$ cat src/rtl/progdump_if.sv
// Bundle joining progdump to its trigger source, the instruction-memory read port
// and the debug uarttx handshake.
interface progdump_if #(
  parameter int CNTW = 16
);
  logic            trig;
  logic [31:0]     startaddr;
  logic [CNTW-1:0] nwords;
  logic            abort;
  logic            busy;
  logic            mem_r_en;
  logic [31:0]     mem_r_addr;
  logic [31:0]     mem_r_data;
  logic [7:0]      charout;
  logic            uarttxen;
  logic            uartbusy;

  modport slave (
    input  trig, startaddr, nwords, abort, mem_r_data, uartbusy,
    output busy, mem_r_en, mem_r_addr, charout, uarttxen
  );

  modport master (
    output trig, startaddr, nwords, abort, mem_r_data, uartbusy,
    input  busy, mem_r_en, mem_r_addr, charout, uarttxen
  );
endinterface

$ cat src/rtl/progdump.sv
// Program-memory readback engine: reads a range of instruction words and sends each
// one over uarttx as "AAAAAAAA:DDDDDDDD\r\n" in uppercase hex.
module progdump #(
  parameter int CNTW  = 16,
  parameter int RDLAT = 1
) (
  input logic        clk,
  input logic        n_rst,
  progdump_if.slave  io_bus
);
  localparam logic [2:0] S_IDLE   = 3'd0;
  localparam logic [2:0] S_READ   = 3'd1;
  localparam logic [2:0] S_WAITRD = 3'd2;
  localparam logic [2:0] S_EMIT   = 3'd3;
  localparam logic [2:0] S_HOLD   = 3'd4;
  localparam logic [2:0] S_WAITTX = 3'd5;
  localparam logic [2:0] S_NEXT   = 3'd6;

  localparam logic [4:0]      LAST_IDX = 5'd18;
  localparam logic [1:0]      LAT      = 2'(RDLAT);
  localparam logic [CNTW-1:0] ONE_WORD = CNTW'(1);

  logic [2:0]      r_state;
  logic [31:0]     r_addr;
  logic [31:0]     r_data;
  logic [CNTW-1:0] r_remaining;
  logic [4:0]      r_idx;
  logic [1:0]      r_lat;
  logic            r_abort;
  logic            r_busy;
  logic            r_mem_r_en;
  logic [31:0]     r_mem_r_addr;
  logic [7:0]      r_charout;
  logic            r_uarttxen;

  logic            w_abort_seen;
  logic [7:0]      w_char;

  function automatic logic [7:0] hex_char(input logic [3:0] nib);
    if (nib < 4'd10) begin
      return 8'h30 + {4'h0, nib};
    end else begin
      return 8'h37 + {4'h0, nib};
    end
  endfunction

  // Character idx of a line: 0-7 address nibbles, 8 ':', 9-16 data nibbles, 17 CR, 18 LF.
  function automatic logic [7:0] line_char(input logic [31:0] addr,
                                           input logic [31:0] data,
                                           input logic [4:0]  idx);
    logic [7:0] c;
    c = 8'h00;
    if (idx < 5'd8) begin
      c = hex_char(4'(addr >> (5'd28 - {idx[2:0], 2'b00})));
    end else if (idx == 5'd8) begin
      c = 8'h3A;
    end else if (idx < 5'd17) begin
      c = hex_char(4'(data >> (5'd28 - {idx[2:0] - 3'd1, 2'b00})));
    end else if (idx == 5'd17) begin
      c = 8'h0D;
    end else begin
      c = 8'h0A;
    end
    return c;
  endfunction

  // Abort may arrive in the very cycle WAITTX sees the transmitter go idle.
  always_comb begin
    w_abort_seen = r_abort | io_bus.abort;
    w_char       = line_char(r_addr, r_data, r_idx);
  end

  // Dump sequencer: read word, emit 19 characters with transmitter handshake, advance.
  always_ff @(posedge clk) begin
    if (!n_rst) begin
      r_state      <= S_IDLE;
      r_addr       <= 32'h0000_0000;
      r_data       <= 32'h0000_0000;
      r_remaining  <= '0;
      r_idx        <= 5'd0;
      r_lat        <= 2'd0;
      r_abort      <= 1'b0;
      r_busy       <= 1'b0;
      r_mem_r_en   <= 1'b0;
      r_mem_r_addr <= 32'h0000_0000;
      r_charout    <= 8'h00;
      r_uarttxen   <= 1'b0;
    end else begin
      if ((r_state != S_IDLE) && io_bus.abort) begin
        r_abort <= 1'b1;
      end
      case (r_state)
        S_IDLE: begin
          if (io_bus.trig && (io_bus.nwords != '0)) begin
            r_addr      <= io_bus.startaddr & 32'hFFFF_FFFC;
            r_remaining <= io_bus.nwords;
            r_busy      <= 1'b1;
            r_state     <= S_READ;
          end
        end
        S_READ: begin
          r_mem_r_en   <= 1'b1;
          r_mem_r_addr <= r_addr;
          r_lat        <= 2'd0;
          r_state      <= S_WAITRD;
        end
        S_WAITRD: begin
          r_mem_r_en <= 1'b0;
          if (r_lat == LAT) begin
            r_data  <= io_bus.mem_r_data;
            r_idx   <= 5'd0;
            r_state <= S_EMIT;
          end else begin
            r_lat <= r_lat + 2'd1;
          end
        end
        S_EMIT: begin
          if (!io_bus.uartbusy) begin
            r_charout  <= w_char;
            r_uarttxen <= 1'b1;
            r_state    <= S_HOLD;
          end
        end
        S_HOLD: begin
          // Guard cycle so the transmitter's busy flag is visible before WAITTX.
          r_uarttxen <= 1'b0;
          r_state    <= S_WAITTX;
        end
        S_WAITTX: begin
          if (!io_bus.uartbusy) begin
            if (w_abort_seen) begin
              r_abort <= 1'b0;
              r_busy  <= 1'b0;
              r_state <= S_IDLE;
            end else if (r_idx < LAST_IDX) begin
              r_idx   <= r_idx + 5'd1;
              r_state <= S_EMIT;
            end else begin
              r_state <= S_NEXT;
            end
          end
        end
        S_NEXT: begin
          r_remaining <= r_remaining - ONE_WORD;
          r_addr      <= r_addr + 32'd4;
          if (r_remaining == ONE_WORD) begin
            r_abort <= 1'b0;
            r_busy  <= 1'b0;
            r_state <= S_IDLE;
          end else begin
            r_state <= S_READ;
          end
        end
        default: begin
          r_abort    <= 1'b0;
          r_busy     <= 1'b0;
          r_mem_r_en <= 1'b0;
          r_uarttxen <= 1'b0;
          r_state    <= S_IDLE;
        end
      endcase
    end
  end

  assign io_bus.busy       = r_busy;
  assign io_bus.mem_r_en   = r_mem_r_en;
  assign io_bus.mem_r_addr = r_mem_r_addr;
  assign io_bus.charout    = r_charout;
  assign io_bus.uarttxen   = r_uarttxen;
endmodule

$ cat src/flat_wrapper.sv
// flat-port wrapper written by rule: the top's interface ports become plain ports
module progdump_flat 
#(
  parameter int CNTW  = 16,
  parameter int RDLAT = 1
)
  (clk, n_rst, io_bus_trig, io_bus_startaddr, io_bus_nwords, io_bus_abort, io_bus_mem_r_data, io_bus_uartbusy, io_bus_busy, io_bus_mem_r_en, io_bus_mem_r_addr, io_bus_charout, io_bus_uarttxen);
  progdump_if #(.CNTW(CNTW)) io_bus_i ();
  input logic clk;
  input logic n_rst;
  input wire logic [$bits(io_bus_i.trig)-1:0] io_bus_trig;
  input wire logic [$bits(io_bus_i.startaddr)-1:0] io_bus_startaddr;
  input wire logic [$bits(io_bus_i.nwords)-1:0] io_bus_nwords;
  input wire logic [$bits(io_bus_i.abort)-1:0] io_bus_abort;
  input wire logic [$bits(io_bus_i.mem_r_data)-1:0] io_bus_mem_r_data;
  input wire logic [$bits(io_bus_i.uartbusy)-1:0] io_bus_uartbusy;
  output wire logic [$bits(io_bus_i.busy)-1:0] io_bus_busy;
  output wire logic [$bits(io_bus_i.mem_r_en)-1:0] io_bus_mem_r_en;
  output wire logic [$bits(io_bus_i.mem_r_addr)-1:0] io_bus_mem_r_addr;
  output wire logic [$bits(io_bus_i.charout)-1:0] io_bus_charout;
  output wire logic [$bits(io_bus_i.uarttxen)-1:0] io_bus_uarttxen;
  assign io_bus_i.trig = io_bus_trig;
  assign io_bus_i.startaddr = io_bus_startaddr;
  assign io_bus_i.nwords = io_bus_nwords;
  assign io_bus_i.abort = io_bus_abort;
  assign io_bus_i.mem_r_data = io_bus_mem_r_data;
  assign io_bus_i.uartbusy = io_bus_uartbusy;
  assign io_bus_busy = io_bus_i.busy;
  assign io_bus_mem_r_en = io_bus_i.mem_r_en;
  assign io_bus_mem_r_addr = io_bus_i.mem_r_addr;
  assign io_bus_charout = io_bus_i.charout;
  assign io_bus_uarttxen = io_bus_i.uarttxen;
  progdump #(.CNTW(CNTW), .RDLAT(RDLAT)) u_core (.clk(clk), .n_rst(n_rst), .io_bus(io_bus_i));
endmodule
$ cat config.mk
export PLATFORM = sky130hd
export DESIGN_NAME = progdump_flat
export DESIGN_NICKNAME = d
export VERILOG_FILES = /design/src/rtl/progdump_if.sv /design/src/rtl/progdump.sv /design/src/flat_wrapper.sv
export SDC_FILE = /design/constraint.sdc
export NUM_CORES = 1
export LEC_CHECK = 0
export CAP_MARGIN = 5
export CELL_PAD_IN_SITES_DETAIL_PLACEMENT = 0
export CELL_PAD_IN_SITES_GLOBAL_PLACEMENT = 1
export CORE_MARGIN = 1
export CORE_UTILIZATION = 35
export CTS_CLUSTER_DIAMETER = 200
export CTS_CLUSTER_SIZE = 8
export DETAILED_ROUTE_END_ITERATION = 10
export GPL_TIMING_DRIVEN = 0
export HOLD_SLACK_MARGIN = 0.02
export PLACE_DENSITY_LB_ADDON = 0.2
export SLEW_MARGIN = 5
export SYNTH_ARGS = -nofsm -noshare
export SYNTH_HDL_FRONTEND = slang
export SYNTH_SLANG_ARGS = --single-unit
export TNS_END_PERCENT = 10
$ cat constraint.sdc
create_clock -name clk -period 2.5 [get_ports clk]
set_input_delay 0.5 -clock clk [delete_from_list [all_inputs] [get_ports clk]]
set_output_delay 0.5 -clock clk [all_outputs]
set_load 0.05 [all_outputs]
# --- After elaboration in Yosys (flattened, before gate mapping) ---
# Index checks and enable logic that the tools add are counted.
totals:
  reg_bits: 134
  input_bits: 85
  out_inout_bits: 43
  elab_cells: 111
op_classes:
  n_reduce_logical: 20
  n_addsub: 11
  eq_ne: 19
  order_cmp: 5
  shift: 2
  bitwise: 4
  n_mux: 38
ops:
  columns: ["operator", "n"]
  rows:
  - ["$pmux 32 s2", 1]
  - ["$shr 32x5->4", 2]
  - ["$mux 8", 5]
  - ["$add 32x3->32 const B", 1]
  - ["$mux 32", 1]
  - ["$pmux 16 s2", 1]
  - ["$add 6x4->7 const A", 4]
  - ["$mux 3", 7]
  - ["$pmux 3 s7", 1]
  - ["$mux 5", 4]
  - ["$eq 16x1->1 const B", 1]
  - ["$mux 16", 1]
  - ["$reduce_bool 16->1", 1]
  - ["$sub 16x1->16 const B", 1]
  - ["$reduce_or 5->1", 3]
  - ["$lt 5x5->1 const B", 2]
  - ["$mux 1", 10]
  - ["$ne 2x1->1 const B", 5]
  - ["$pmux 5 s2", 1]
  - ["$reduce_and 2->1", 5]
  - ["$reduce_and 5->1", 2]
  - ["$sub 5x5->5 const A", 2]
  - ["$eq 3x3->1 const B", 3]
  - ["$lt 4x4->1 const B", 2]
  - ["23 further kinds", 33]

# --- Longest topological paths before layout ---
logic_depth:
  ltp_word: 8
  depth_mapped: 12
  ltp_nobuf: 9

# --- Least setup slack after synthesis ---
# Ideal clock, no wire load.
synth_timing:
  kind: "flip-flop to flip-flop"
  start: "register u_core.r_idx[0]"
  end: "register u_core.r_charout[4], in the netlist u_core.io_bus.charout[4]"
  setup_time_ns: 0.132
  t_arrival_ns: 2.545
  period_less_slack_ns: 2.677
  stages_incl_launch_ff: 13
  setup_slack_ns: -0.177
  path_buffers: 3
  t_required_ns: 2.368
  cell_sequence: "dfxtp_1 -> buf_2 -> inv_2 -> ha_1 -> buf_6 -> buf_12 -> mux2i_1 -> mux4_2 -> ha_1 -> o21ai_0 -> a21oi_1 -> o21bai_1 -> a21oi_1"
synth_between:
  elab_chain_cells: 8
  elab_cells_between_ends: 19
  classes_between: "add/sub: 7; order compare: 4; eq/ne: 1; shift: 2; mux: 5"
synth_lines:
  columns: ["element", "line_no", "source"]
  rows:
  - ["from (decl)", "progdump.sv:27", "logic [4:0] r_idx;"]
  - ["from (signal assigned)", "progdump.sv:136", "r_idx <= r_idx + 5'd1;"]
  - ["$sub 3x1->3", "progdump.sv:58", "c = hex_char(4'(data >> (5'd28 - {idx[2:0] - 3'd1, 2'b00})));"]
  - ["$sub 5x5->5", "progdump.sv:58", null]
  - ["$shr 32x5->4", "progdump.sv:58", null]
  - ["$add 6x4->7 (tied with other cells)", "progdump.sv:43", "return 8'h37 + {4'h0, nib};"]
  - ["$mux 8", "progdump.sv:40", "if (nib < 4'd10) begin"]
  - ["$mux 8", "progdump.sv:57", "end else if (idx < 5'd17) begin"]
  - ["$mux 8", "progdump.sv:55", "end else if (idx == 5'd8) begin"]
  - ["$mux 8 *", "progdump.sv:53", "if (idx < 5'd8) begin"]
  - ["to (signal assigned)", "progdump.sv:119", "r_charout <= w_char;"]
  - ["to (decl)", "progdump.sv:33", "logic [7:0] r_charout;"]
# Mark *: on every way between the ends. The rest lies on a longest branch, timed or not.
# A chain may end at the register's enable or synchronous reset.

# --- Worst setup path in the final report ---
layout_timing:
  start: "register u_core.r_idx[0]"
  end: "register u_core.r_charout[0], in the netlist u_core.io_bus.charout[0]"
# Same word-level chain as after synthesis.

==> impl_metrics.tcl <==
set metrics [dict create \
    crit_path_start "u_core.r_idx[0]" \
    coreArea_um2 19600 \
    dieArea_um2 20700 \
    rsz0062_at_grt "true" \
    synth.avg_cell_area_um2 7.59 \
    first_iter_violations 648 \
    fin_crit_sh_pct 99.0 \
    outcome "finished, final reports clean" \
    rows 51 \
    area_growth_pct 33.3 \
    cpPeakStageDelay_ns 0.53 \
    power_switching_w 0.00361 \
    cts_buffer_depth 2 \
    synthFlopType "dfxtp_1" \
    netlist_area_um2 7050 \
    pwr-share-comb_pct 37.8 \
    peakVddDrop_mv 0.553 \
    nets 1173 \
    ant_nets 0 \
    cts-root-buf "clkbuf_16" \
    clkLatencyLatePin_ns 0.43 \
    slew_viol_final 0 \
    grt_usage_pct 24.8 \
    crit_chain "buf_8 > inv_8 > ha_4 > mux2_4 > mux4_2 > buf_6 > a21boi_1 > xnor2_1 > o21ai_1 > a31oi_1" \
    worst-path-stages 10 \
    reg2reg_depth 10 \
    diodes 0 \
    maxCapViolations 0 \
    cp-start-kind "flop" \
    ys_ff_latch 129 \
    io_pins 128 \
    setup_ws_ns 0.0259 \
    cp_num_buf_inv 3 \
    switching_share_pct 42.4 \
    routed_via_density 5.45 \
    yosysSeqAreaShare_pct 36.6 \
    dp_hpwl_mm 18.2 \
    crit_fanout 6 \
    cts_sinks 129 \
    grt_pass1_wl_mm 38.3 \
    critPathArrivalTime_ns 2.76 \
    syn-instance-count 929 \
    start_util_pct 36.0 \
    h-tree-depth 4 \
    p_clk_share_pct 29.3 \
    cp_top_family "multiplexers" \
    overflow 0 \
    cp_slowest_cell "mux4_2" \
    ctsHoldBuffers 0 \
    cp-end-kind "flop" \
    num-fill-cells 2039 \
    post_drt_wl_per_cell_um 18.5 \
    r2r-start "u_core.r_idx[0]" \
    yosysWarnings 0 \
    p_leak_nw 3.26 \
    relSlewSlack_pct 36.5 \
    synth_edf_count 0 \
    setup_viol 0 \
    power.density_nw_per_um2 906 \
    ys_types 70 \
    max_clock_freq_mhz 404 \
    hold_start "u_core.io_bus.mem_r_addr[12]" \
    drt_pass1_iterations 5 \
    grt_pass1_vias 6775 \
    routed_wl_mm 25.0 \
    vias 7386 \
    tritoncts "done" \
    required_ns 2.79 \
    critPathKind "reg2reg" \
    seq_power_share_pct 32.9 \
    cts-buffers-inserted 17 \
    min_path_cells 2 \
    place.gp.congestion 0.904 \
    fin_skew_ns 0.0109 \
    max_slew.worst_pin.slew_ns 0.950 \
    antenna_found_initial 0 \
    min_path_type "reg2reg" \
    fp.dieH_um 144 \
    intPower_w 0.00490 \
    grt_max_degree 17 \
    fin_crit_ns 2.47 \
    synthArstFlopShare_pct 0 \
    drcViolationCount 0 \
    place.port_buffers 121 \
    finalHoldViolations 0 \
    holdWs_ns 0.451 \
    die_x_um 144 \
    dp_slack_ns -0.665 \
    clk_pin_slew_worst_paths_ns 0.06 \
    layout-drive-gt1-share_pct 11.3 \
]
==> logic make-up (layout without fill, tap and decap cells) <==
group | count (synthesis) | after routing | synth area share (%)
AOI/OAI and AO/OA | 284 | 284 | 24.4
xor gates and xnor gates | 5 | 5 | 0.621
adders and majority gates | 10 | 10 | 1.78
buffers and inverters | 96 | 256 | 6.04
DFF | 129 | 129 | 36.6
muxes | 33 | 33 | 6.69
other | 1 | 3 | 0.0532
and+or+nand+nor | 371 | 371 | 23.8
==> cell type report <==
cell class	instances	area [um^2]	area share (%)
Clock inverter	15	164	1.74
Multi-Input combinational cell	706	4160	44.3
Inverter	15	63.8	0.679
Buffer	80	383	4.08
Sequential cell	129	2590	27.5
Timing Repair Buffer	129	1270	13.6
Clock buffer	17	425	4.53
Tap cell	265	332	3.53
==> cell usage in the layout (no fill, tap or decap), types with 9 or more instances in the layout <==
| cell type | n |
|---|---|
| mux2i_1 | 14 |
| a22oi_1 | 19 |
| clkbuf_2 | 10 |
| mux4_2 | 10 |
| clkbuf_1 | 45 |
| clkdlybuf4s50_1 | 121 |
| dfxtp_1 | 127 |
| nand4_1 | 10 |
| clkbuf_16 | 17 |
| o21ai_0 | 58 |
| a21oi_1 | 124 |
| a211oi_1 | 9 |
| o41ai_1 | 11 |
| nand2_1 | 197 |
| nand3_1 | 14 |
| inv_1 | 12 |
| nor2_1 | 72 |
| nor3_1 | 16 |
| a31oi_1 | 10 |
| buf_4 | 12 |
| buf_2 | 13 |
==> stage by stage <==
step / power (W) / TNS (ns) / util (%) / std cells / area [um^2]
after CTS: 0.00845 / -0.0192 / 47.6 / 1354 / 9320
after floorplan: 0.00482 / 0 / - / 931 / 7080
after detailed placement: 0.00594 / -21.24 / 44.0 / 1317 / 8620
after global routing: 0.00897 / -0.752 / 48.0 / 1356 / 9390
after global placement: 0.00594 / -23.64 / 44.0 / 1317 / 8620
final: 0.00851 / 0 / 48.0 / 1356 / 9390
==> final timing paths <==
kind	endpoint	slack (ns)
min	u_core.io_bus.mem_r_addr[12]	0.45
min reg2reg	u_core.io_bus.mem_r_addr[12]	0.45
max	u_core.io_bus.charout[0]	0.03
max reg2reg	u_core.io_bus.charout[0]	0.03
==> Yosys cell counts (10+ instances only) <==
| library cell | number | area (um^2) |
|---|---|---|
| nand2_1 | 198 | 743 |
| dfxtp_1 | 129 | 2580 |
| a21oi_1 | 124 | 621 |
| nor2_1 | 74 | 278 |
| o21ai_0 | 59 | 295 |
| clkbuf_1 | 52 | 195 |
| a22oi_1 | 20 | 150 |
| mux2i_1 | 16 | 160 |
| nor3_1 | 16 | 80.1 |
| buf_2 | 15 | 75.1 |
| nand3_1 | 14 | 70.1 |
| inv_1 | 13 | 48.8 |
| o41ai_1 | 11 | 96.3 |
| a31oi_1 | 10 | 62.6 |
| ha_1 | 10 | 125 |
| mux4_2 | 10 | 225 |
| nand4_1 | 10 | 62.6 |
| nor4_1 | 10 | 62.6 |
==> flip-flops by register name (all words and copies together), names as in the netlist <==
signal,cells
u_core.r_addr,30
u_core.io_bus.mem_r_en,1
u_core.r_idx,5
u_core.io_bus.mem_r_addr,30
u_core.r_abort,1
u_core.r_lat,2
u_core.r_state,3
u_core.r_data,32
u_core.io_bus.uarttxen,1
u_core.io_bus.busy,1
u_core.r_remaining,16
u_core.io_bus.charout,7
==> power by group through the flow <==
stage	sequential, W	combinational (W)	clock [W]
global route	0.00285	0.00351	0.00261
floorplan	0.00298	0.00184	0
finish	0.00280	0.00322	0.00249
CTS	0.00279	0.00315	0.00252
detailed placement	0.00283	0.00311	0
global placement	0.00283	0.00311	0
==> metal layers <==
| metal | track usage, % | up-vias | part of all wire (%) |
|---|---|---|---|
| met2 | 41.0 | 290 | 47 |
| li1 | - | 3603 | - |
| met1 | 32.0 | 3441 | 44 |
| met5 | 0 | - | 0 |
| met3 | 4.30 | 52 | 6.7 |
| met4 | 9.24 | 0 | 2.6 |
==> worst reg2reg max path: stages (launching register included) <==
cell	delay (ns)
dfxtp_2	0.34
buf_8	0.11
inv_8	0.04
ha_4	0.33
mux2_4	0.31
mux4_2	0.53
buf_6	0.16
a21boi_1	0.14
xnor2_1	0.14
o21ai_1	0.15
a31oi_1	0.10
==> timing repair <==
| action | 4_1_cts | 5_1_grt |
|---|---|---|
| gates resized for setup | 19 | 24 |
| setup buffers | 5 | 3 |
| pin swaps | 3 | 1 |
| setup endpoints to repair | 25 | 68 |
Note: power is estimated with default switching activity, not from simulation.
